### config.mk
export PLATFORM = sky130hd
export DESIGN_NAME = work_dispatcher
export DESIGN_NICKNAME = d
export VERILOG_FILES = /design/src/rtl/work_dispatcher.sv
export SDC_FILE = /design/constraint.sdc
export NUM_CORES = 2
export LEC_CHECK = 0
export ABC_CLOCK_PERIOD_IN_PS = 2400
export BUFFER_PORTS_ARGS = -buffer_cell sky130_fd_sc_hd__buf_2
export CORE_MARGIN = 2
export CORE_UTILIZATION = 57
export CTS_CLUSTER_SIZE = 24
export DETAILED_ROUTE_END_ITERATION = 16
export HOLD_SLACK_MARGIN = 0.15
export PLACE_DENSITY_LB_ADDON = 0.3
export SLEW_MARGIN = 40
export SYNTH_ARGS = -nofsm -noshare
export SYNTH_HDL_FRONTEND = slang
export SYNTH_SLANG_ARGS = --single-unit
### constraint.sdc
create_clock -name clk -period 2.4 [get_ports clk]
set_input_delay 0.48 -clock clk [delete_from_list [all_inputs] [get_ports clk]]
set_output_delay 0.48 -clock clk [all_outputs]
set_load 0.03 [all_outputs]
### src/rtl/work_dispatcher.sv
// Front end for block_solver: buffers one 76-byte job from a byte stream, launches a
// solve by pulsing solver_rst_n, and returns a 5-byte status/nonce frame with a timeout.
module work_dispatcher #(
   parameter int unsigned START_CYCLES   = 2,
   parameter int unsigned TIMEOUT_CYCLES = 32'hFFFF_FFFF
) (
   input  logic         clk,
   input  logic         rst_n,
   input  logic [7:0]   rx_data,
   input  logic         rx_valid,
   output logic         rx_ready,
   output logic [7:0]   tx_data,
   output logic         tx_valid,
   input  logic         tx_ready,
   output logic [255:0] midstate,
   output logic [95:0]  header_leftovers,
   output logic [255:0] target,
   output logic         solver_rst_n,
   input  logic [1:0]   state_out,
   input  logic [31:0]  nonce,
   output logic         busy
);
   localparam int unsigned MID_W     = 256;
   localparam int unsigned HL_W      = 96;
   localparam int unsigned TGT_W     = 256;
   localparam int unsigned JOB_BYTES = 76;
   localparam int unsigned JOB_W     = JOB_BYTES * 8;
   localparam int unsigned CNT_W     = 7;
   localparam int unsigned SC_W      = (START_CYCLES > 1) ? $clog2(START_CYCLES) : 1;
   localparam int unsigned TMO_W     = 32;
   localparam int unsigned NONCE_W   = 32;
   localparam int unsigned IDX_W     = 3;

   localparam logic [7:0] ST_FOUND   = 8'h01;
   localparam logic [7:0] ST_EXHAUST = 8'h02;
   localparam logic [7:0] ST_TIMEOUT = 8'h03;

   typedef enum logic [1:0] {IDLE, START, RUN, REPORT} state_t;

   state_t               state_q, state_d;
   logic [SC_W-1:0]      start_cnt_q, start_cnt_d;
   logic [TMO_W-1:0]     tmo_q, tmo_d;
   logic [NONCE_W-1:0]   nonce_q, nonce_d;
   logic [IDX_W-1:0]     byte_idx_q, byte_idx_d;
   logic                 tx_valid_d, solver_rst_n_d, busy_d;
   logic [7:0]           tx_data_d;
   logic                 load_c, report_c;
   logic [7:0]           status_c;

   logic [JOB_W-1:0]     shadow_q;
   logic [CNT_W-1:0]     byte_cnt_q;
   logic                 shadow_full;

   assign shadow_full = ~rx_ready;

   // Shadow buffer: bytes shift in MSB-first; rx_ready doubles as "shadow empty"
   always_ff @(posedge clk or negedge rst_n) begin
      if (!rst_n) begin
         shadow_q   <= '0;
         byte_cnt_q <= '0;
         rx_ready   <= 1'b1;
      end else begin
         if (load_c) rx_ready <= 1'b1;
         if (rx_valid && rx_ready) begin
            shadow_q <= {shadow_q[JOB_W-9:0], rx_data};
            if (byte_cnt_q == CNT_W'(JOB_BYTES - 1)) begin
               byte_cnt_q <= '0;
               rx_ready   <= 1'b0;
            end else begin
               byte_cnt_q <= byte_cnt_q + CNT_W'(1);
            end
         end
      end
   end

   // Job registers seen by the solver; they only move on a load
   always_ff @(posedge clk or negedge rst_n) begin
      if (!rst_n) begin
         midstate         <= '0;
         header_leftovers <= '0;
         target           <= '0;
      end else if (load_c) begin
         midstate         <= shadow_q[JOB_W-1 -: MID_W];
         header_leftovers <= shadow_q[TGT_W +: HL_W];
         target           <= shadow_q[TGT_W-1:0];
      end
   end

   always_ff @(posedge clk or negedge rst_n) begin
      if (!rst_n) begin
         state_q      <= IDLE;
         start_cnt_q  <= '0;
         tmo_q        <= '0;
         nonce_q      <= '0;
         byte_idx_q   <= '0;
         tx_valid     <= 1'b0;
         tx_data      <= '0;
         solver_rst_n <= 1'b0;
         busy         <= 1'b0;
      end else begin
         state_q      <= state_d;
         start_cnt_q  <= start_cnt_d;
         tmo_q        <= tmo_d;
         nonce_q      <= nonce_d;
         byte_idx_q   <= byte_idx_d;
         tx_valid     <= tx_valid_d;
         tx_data      <= tx_data_d;
         solver_rst_n <= solver_rst_n_d;
         busy         <= busy_d;
      end
   end

   always_comb begin
      state_d        = state_q;
      start_cnt_d    = start_cnt_q;
      tmo_d          = tmo_q;
      nonce_d        = nonce_q;
      byte_idx_d     = byte_idx_q;
      tx_valid_d     = tx_valid;
      tx_data_d      = tx_data;
      solver_rst_n_d = solver_rst_n;
      load_c         = 1'b0;
      report_c       = 1'b0;
      status_c       = ST_TIMEOUT;

      case (state_q)
         IDLE: begin
            solver_rst_n_d = 1'b0;
            if (shadow_full) load_c = 1'b1;
         end
         START: begin
            if (start_cnt_q == '0) begin
               state_d        = RUN;
               solver_rst_n_d = 1'b1;
               tmo_d          = '0;
            end else begin
               start_cnt_d = start_cnt_q - SC_W'(1);
            end
         end
         RUN: begin
            if (tmo_q != '1) tmo_d = tmo_q + TMO_W'(1);
            // tmo_q == 0 is the solver's reset-exit clock, so state_out is stale there
            if (tmo_q != '0 && state_out == 2'b01) begin
               report_c = 1'b1;
               status_c = ST_FOUND;
            end else if (tmo_q != '0 && state_out == 2'b10) begin
               report_c = 1'b1;
               status_c = ST_EXHAUST;
            end else if (TIMEOUT_CYCLES != 0 && tmo_q == TMO_W'(TIMEOUT_CYCLES - 1)) begin
               report_c = 1'b1;
               status_c = ST_TIMEOUT;
            end
            if (report_c) begin
               state_d        = REPORT;
               nonce_d        = nonce;
               tx_valid_d     = 1'b1;
               tx_data_d      = status_c;
               byte_idx_d     = '0;
               solver_rst_n_d = 1'b0;
            end
         end
         REPORT: begin
            solver_rst_n_d = 1'b0;
            if (tx_valid && tx_ready) begin
               if (byte_idx_q == IDX_W'(4)) begin
                  tx_valid_d = 1'b0;
                  byte_idx_d = '0;
                  if (shadow_full) load_c = 1'b1;
                  else state_d = IDLE;
               end else begin
                  byte_idx_d = byte_idx_q + IDX_W'(1);
                  case (byte_idx_q)
                     IDX_W'(0): tx_data_d = nonce_q[31:24];
                     IDX_W'(1): tx_data_d = nonce_q[23:16];
                     IDX_W'(2): tx_data_d = nonce_q[15:8];
                     default:   tx_data_d = nonce_q[7:0];
                  endcase
               end
            end
         end
         default: state_d = IDLE;
      endcase

      // Load is shared by IDLE and the tail of REPORT so a pending job starts without an idle cycle
      if (load_c) begin
         state_d        = START;
         start_cnt_d    = SC_W'(START_CYCLES - 1);
         solver_rst_n_d = 1'b0;
      end

      busy_d = (state_d != IDLE);
   end
endmodule
* Word level (Yosys, flattened, before mapping)
Index checks and enable logic that the tools add are counted.
** Word-level totals
- Logic and storage cells :: 100
- Register bits :: 1305
- Input port bits :: 46
** Operators by class
- Equality and inequality tests :: 19
- Reduce and logical (&&, ||, !) cells :: 18
- Muxes and demuxes :: 44
- Add/subtract/negate cells :: 4
** Operators with widths (number)
- 32-bit two-way mux :: 2
- 32-bit one-hot mux with 2 select lines :: 1
- 32-bit by 1-bit adder with 32-bit output, second input constant :: 1
- 32-bit equality test, second input constant :: 1
- 32-bit inequality test, second input constant :: 1
- 32-bit nonzero test :: 1
- 8-bit two-way mux :: 3
- 8-bit one-hot mux with 3 select lines :: 1
- 1-bit two-way mux :: 20
- 8-bit one-hot mux with 2 select lines :: 1
- 2-bit two-way mux :: 7
- 2-bit inequality test, second input constant :: 6
- 3-bit two-way mux :: 3
- 4-bit AND reduction :: 2
- 2-bit nonzero test :: 4
- 7-bit by 1-bit adder with 7-bit output, second input constant :: 1
- 7-bit equality test, second input constant :: 1
- 7-bit two-way mux :: 1
- 2-bit equality test, second input constant :: 3
- 3-bit inequality test, second input constant :: 2
- 2-bit one-hot mux with 3 select lines :: 1
- 3-bit one-hot mux with 2 select lines :: 1
- 3-bit AND reduction :: 2
- 2-bit by 1-bit equality test with 1-bit output, second input constant :: 2
- 12 further kinds :: 17

* Logic depth before layout (Yosys ltp)
- Depth after elaboration :: 9
- Gate-level depth with buffers :: 10
- Gate-level depth less buffers :: 8

* Least setup slack after synthesis
OpenSTA, ideal clock, no wires.
- Kind :: reg2reg
- From :: register byte_idx_q[0]
- To :: register state_q[0]
- Setup time :: 0.143 ns
- Setup slack :: 0.252 ns
- Path buffers :: 3
- Required time :: 2.257 ns
- Cell stages (with the launch flop) :: 10
- Arrival :: 2.005 ns
- Clock period less this slack :: 2.148 ns
- Cell sequence :: dfrtp_1 > inv_1 > ha_1 > and3_1 > a31oi_1 > or3_1 > clkbuf_1 > clkbuf_1 > clkbuf_1 > o211ai_1
** Between the ends
- Cells in the longest elaborated chain, start to end :: 5
- Elaborated cells on any way between the ends :: 8
- Those cells by class :: eq/ne: 1; mux: 7
** Ends and longest elaborated chain
- start: declaration :: RTL line 44 : logic [IDX_W-1:0] byte_idx_q, byte_idx_d;
- start signal: assignment :: RTL line 105 : byte_idx_q <= byte_idx_d;
- 3-bit equality test * :: RTL line 165 : if (byte_idx_q == IDX_W'(4)) begin
- 2-bit two-way mux / 1-bit two-way mux (equally long branches) :: RTL line 165
- 2-bit two-way mux / 1-bit two-way mux (equally long branches) :: RTL line 164 : if (tx_valid && tx_ready) begin
- 2-bit one-hot mux with 3 select lines / 1-bit one-hot mux with 2 select lines (equally long branches) :: RTL line 126 : case (state_q)
- 2-bit two-way mux * :: RTL line 185 : if (load_c) begin
- net state_d[0] :: RTL line 40 : state_t state_q, state_d;
- end signal: assignment :: RTL line 101 : state_q <= state_d;
- end: declaration :: RTL line 40
The timed path passes the listed nets; every way through them passes the cells marked *.
A chain may end at the register's enable or synchronous reset.

* Worst setup path in the final report
- From :: register byte_idx_q[0]
- To :: register target[35]
** Between the ends
- Cells in the longest elaborated chain, start to end :: 4
** Ends and longest elaborated chain
- 3-bit equality test :: RTL line 165
- 1-bit two-way mux :: RTL line 165
- 1-bit two-way mux :: RTL line 164
- 1-bit one-hot mux with 2 select lines :: RTL line 126
- end signal: assignment :: RTL line 85 : target <= shadow_q[TGT_W-1:0];
- end: declaration :: RTL line 17 : output logic [255:0] target,
Every way passes these cells.

==> metrics.md <==
| Metric | Value |
|---|---|
| Design area | 0.0604 mm² |
| Routed WL per cell | ~18 µm |
| Gr usage total | 31.0% |
| H-tree depth | 4 |
| Input/output buffers | 665 |
| RSZ-0062 raised after global routing | yes |
| Distinct cells, synth | 54 |
| Startpoint Class | flop |
| # DRC | 0 |
| Placed cell area | ~0.055 mm² |
| Die span in y | 299 µm |
| Initial antenna violation count | 1 |
| Final ANT Viol Nets | 0 |
| Drt pass-1 iters | 6 |
| Fin. Hold Viols | 0 |
| DIE WIDTH | ~300 µm |
| Max_cap viols | 0 |
| Clock slew at reported path FFs | 0.06 ns |
| Outcome | finished clean |
| Min Tclk post-route | 2.29 ns |
| Share of post-route cells with drive strength above 1 | 17.0% |
| Mapped Cells | ~5600 |
| Hold/Removal Path Class | input pin to flop |
| Nets | between 6000 and 7000 |
| Worst Path Max Fanout | 64 |
| Seq/Total Area, Yosys | around two thirds |
| # rows | 108 |
| Final core occ | between 60 and 70% |
| PwrDens | 812 mW/mm² |
| Final setup viols | 0 |
| CTS root buf | clkbuf_16 |
| Final HPWL DP | 91200 µm |
| DR vias | ~40000 |
| WHS Path Cells | 3 |
| Setup CP Type | flop to flop |
| Async SR Flop Fraction | between 90% and 100% |
| Clock sink count | 1305 |
| Syn nets | 5613 |
| CP endpoint kind | flop |
| Max_slew headroom | between 40% and 50% |
| Grt ovf | 0 |
| Vias per cell | ~5.3 |
| Vias in the first global route | around 40000 |
| Mapped cell area | about 0.050 mm² |
| FF/Latch Area | 0.0327 mm² |
| Ys flop type | dfrtp_1 |
| Ys Warns | 0 |
| Setup Skew | around 0.032 ns |
| Crit path required time | a little over 3 ns |
| DR iter-0 viols | 4012 |
| Die ar. | 0.0896 mm² |
| Leakage power | between 30 and 40 nW |
| WHS | 0.207 ns |
| Global-route wire length before repair | 218000 µm |
| Core footprint | 0.0866 mm² |
| R2R depth | 9 |
| Pin count of the biggest net entering global routing | about 170 |
| Critical Path AT | 2.96 ns |
| Peak VDD IR | 0.638 mV |
| Clock tree buffer depth | 3 |
| Slew @ Worst Pin | 0.806 ns |
| IO Count | 666 |
| Number of synthesized flops with an enable pin | 0 |
| Tcrit/Tclk final | ~96% |
| Skew-Pair Late Insertion Delay | 0.74 ns |
| CTS tree | yes |
| # fillers | 6325 |
| #FFs+latches synth | 1305 |
| Multi-input logic area | 0.0159 mm² |
| Routability congestion estimate | 0.911 |
| DRT Wirelength | 138000 µm |
| Max-slew violations | 0 |
| Max Fclk | ~440 MHz |
| TritonCTS Buffers | between 100 and 150 |
| Starting Density | 57.4% |
| P&R area growth vs syn | 21.6% |
| Avg Inst Size Synth | ~9 µm² |
flip-flops by register name, summed over array words and instances (netlist names):
| register | flops |
|---|---|
| shadow_q | 608 |
| midstate | 256 |
| target | 256 |
| header_leftovers | 96 |
| nonce_q | 32 |
| tmo_q | 32 |
| tx_data | 8 |
| byte_cnt_q | 7 |
| byte_idx_q | 3 |
| state_q | 2 |
| busy | 1 |
| rx_ready | 1 |
| solver_rst_n | 1 |
| start_cnt_q | 1 |
| tx_valid | 1 |
timing repair:
action,CTS,global route
setup buffers,0,0
hold buffers,42,0
gates resized for setup,0,6
endpoints found under the setup margin,0,132
endpoints found under the hold margin,413,0
critical path, stage by stage (launching register included):
cell and delay (ns):
dfrtp_1 0.40, inv_1 0.13, ha_1 0.20, and3_1 0.20
a31oi_1 0.13, nor3_2 0.26, buf_12 0.30, buf_12 0.30
nand2_1 0.13, nand2_1 0.08
path summary, 6_finish.rpt:
kind	end	slack, ns	startpoint
setup reg to reg	target[35]	0.11	byte_idx_q[0]
min in group asynchronous	nonce_q[1]	0.27	rst_n
max in group asynchronous	shadow_q[72]	1.14	rst_n
hold / removal	tx_data[1]	0.21	state_out[0]
setup / recovery	target[35]	0.11	byte_idx_q[0]
hold reg to reg	target[197]	0.47	target[197]
cells in the mapped netlist (11+ instances only):
cell      instances  area share (%)
ha_1             13            0.33
nand2_1        3678              28
xnor2_1          15            0.26
nor2_1           40            0.30
nand4_1          15            0.19
nor4_1           12            0.15
inv_1            15            0.11
dfrtp_1        1304              66
clkbuf_1        276             2.1
xor2_1           16            0.28
nand3_1          11            0.11
mux2_2           31            0.70
o21ai_0          17            0.17
a21oi_1          11            0.11
power breakdown:
group	internal [W]	switching (W)
Sequential	0.0230	0.000920
Combinational	0.00113	0.00209
Clock	0.0133	0.00865
area by class of cell:
| type | count | share of cell area (%) |
|---|---|---|
| Clock buffer | 184 | 6.47 |
| Inverter | 15 | 0.0932 |
| Clock inverter | 51 | 1.25 |
| Tap cell | 1155 | 2.39 |
| Antenna cell | 2 | 0.00828 |
| Timing Repair Buffer | 853 | 9.39 |
| Multi-Input combinational cell | 3948 | 26.3 |
| Sequential cell | 1305 | 54.1 |
logic make-up (layout without fill, tap and decap cells):
| kind of cell | count (synthesis) | after routing | share of synthesized area [%] |
|---|---|---|---|
| muxes | 37 | 37 | 0.846 |
| DFF | 1305 | 1305 | 65.7 |
| buffers and inverters | 301 | 1103 | 2.35 |
| AOI/OAI and AO/OA | 66 | 66 | 0.982 |
| and+or+nand+nor | 3801 | 3801 | 29.2 |
| other | 0 | 2 | 0 |
| adders and majority gates | 13 | 13 | 0.327 |
| xor gates and xnor gates | 31 | 31 | 0.546 |
layer usage:
layer / global-route usage (%) / vias up / share of wire [%]
li1: - / 18400 / -
met5: 0 / - / 0
met4: 16.3 / 0 / 5.4
met1: 40.6 / 19700 / 40
met2: 48.5 / 1489 / 47
met3: 7.23 / 343 / 7.6
cell usage in the layout, fill, tap and decap left out, types with 4 or more instances in the layout:
cell type	Yosys	final
and3_1	6	6
a32o_1	6	6
or3_1	6	5
nand4_1	15	15
inv_1	15	15
nand2_1	3678	3677
dlygate4sd3_1	0	42
clkbuf_8	0	24
clkinv_2	0	24
a222oi_1	8	8
and4_1	10	10
clkbuf_16	0	141
nor2_1	40	40
xnor2_1	15	15
clkbuf_1	276	20
xor2_1	16	16
mux2_2	31	31
nor4_1	12	12
a21oi_1	11	11
buf_2	0	664
ha_1	13	12
buf_4	2	81
dfrtp_1	1304	1304
bufinv_16	0	17
nor3_1	7	4
nand3_1	11	11
buf_12	0	61
o21ai_0	17	17
stage by stage:
| stage | power [W] | setup TNS [ns] | std cells | worst slack [ns] |
|---|---|---|---|---|
| floorplan | 0.0258 | 0 | 5554 | 0.252 |
| global placement | 0.0273 | 0 | 7233 | 0.197 |
| detailed placement | 0.0275 | 0 | 7233 | 0.122 |
| CTS | 0.0493 | 0 | 7510 | 0.0778 |
| global route | 0.0508 | -0.151 | 7512 | -0.0216 |
| finish | 0.0491 | 0 | 7513 | 0.108 |
(Power assumes the default switching activity.)
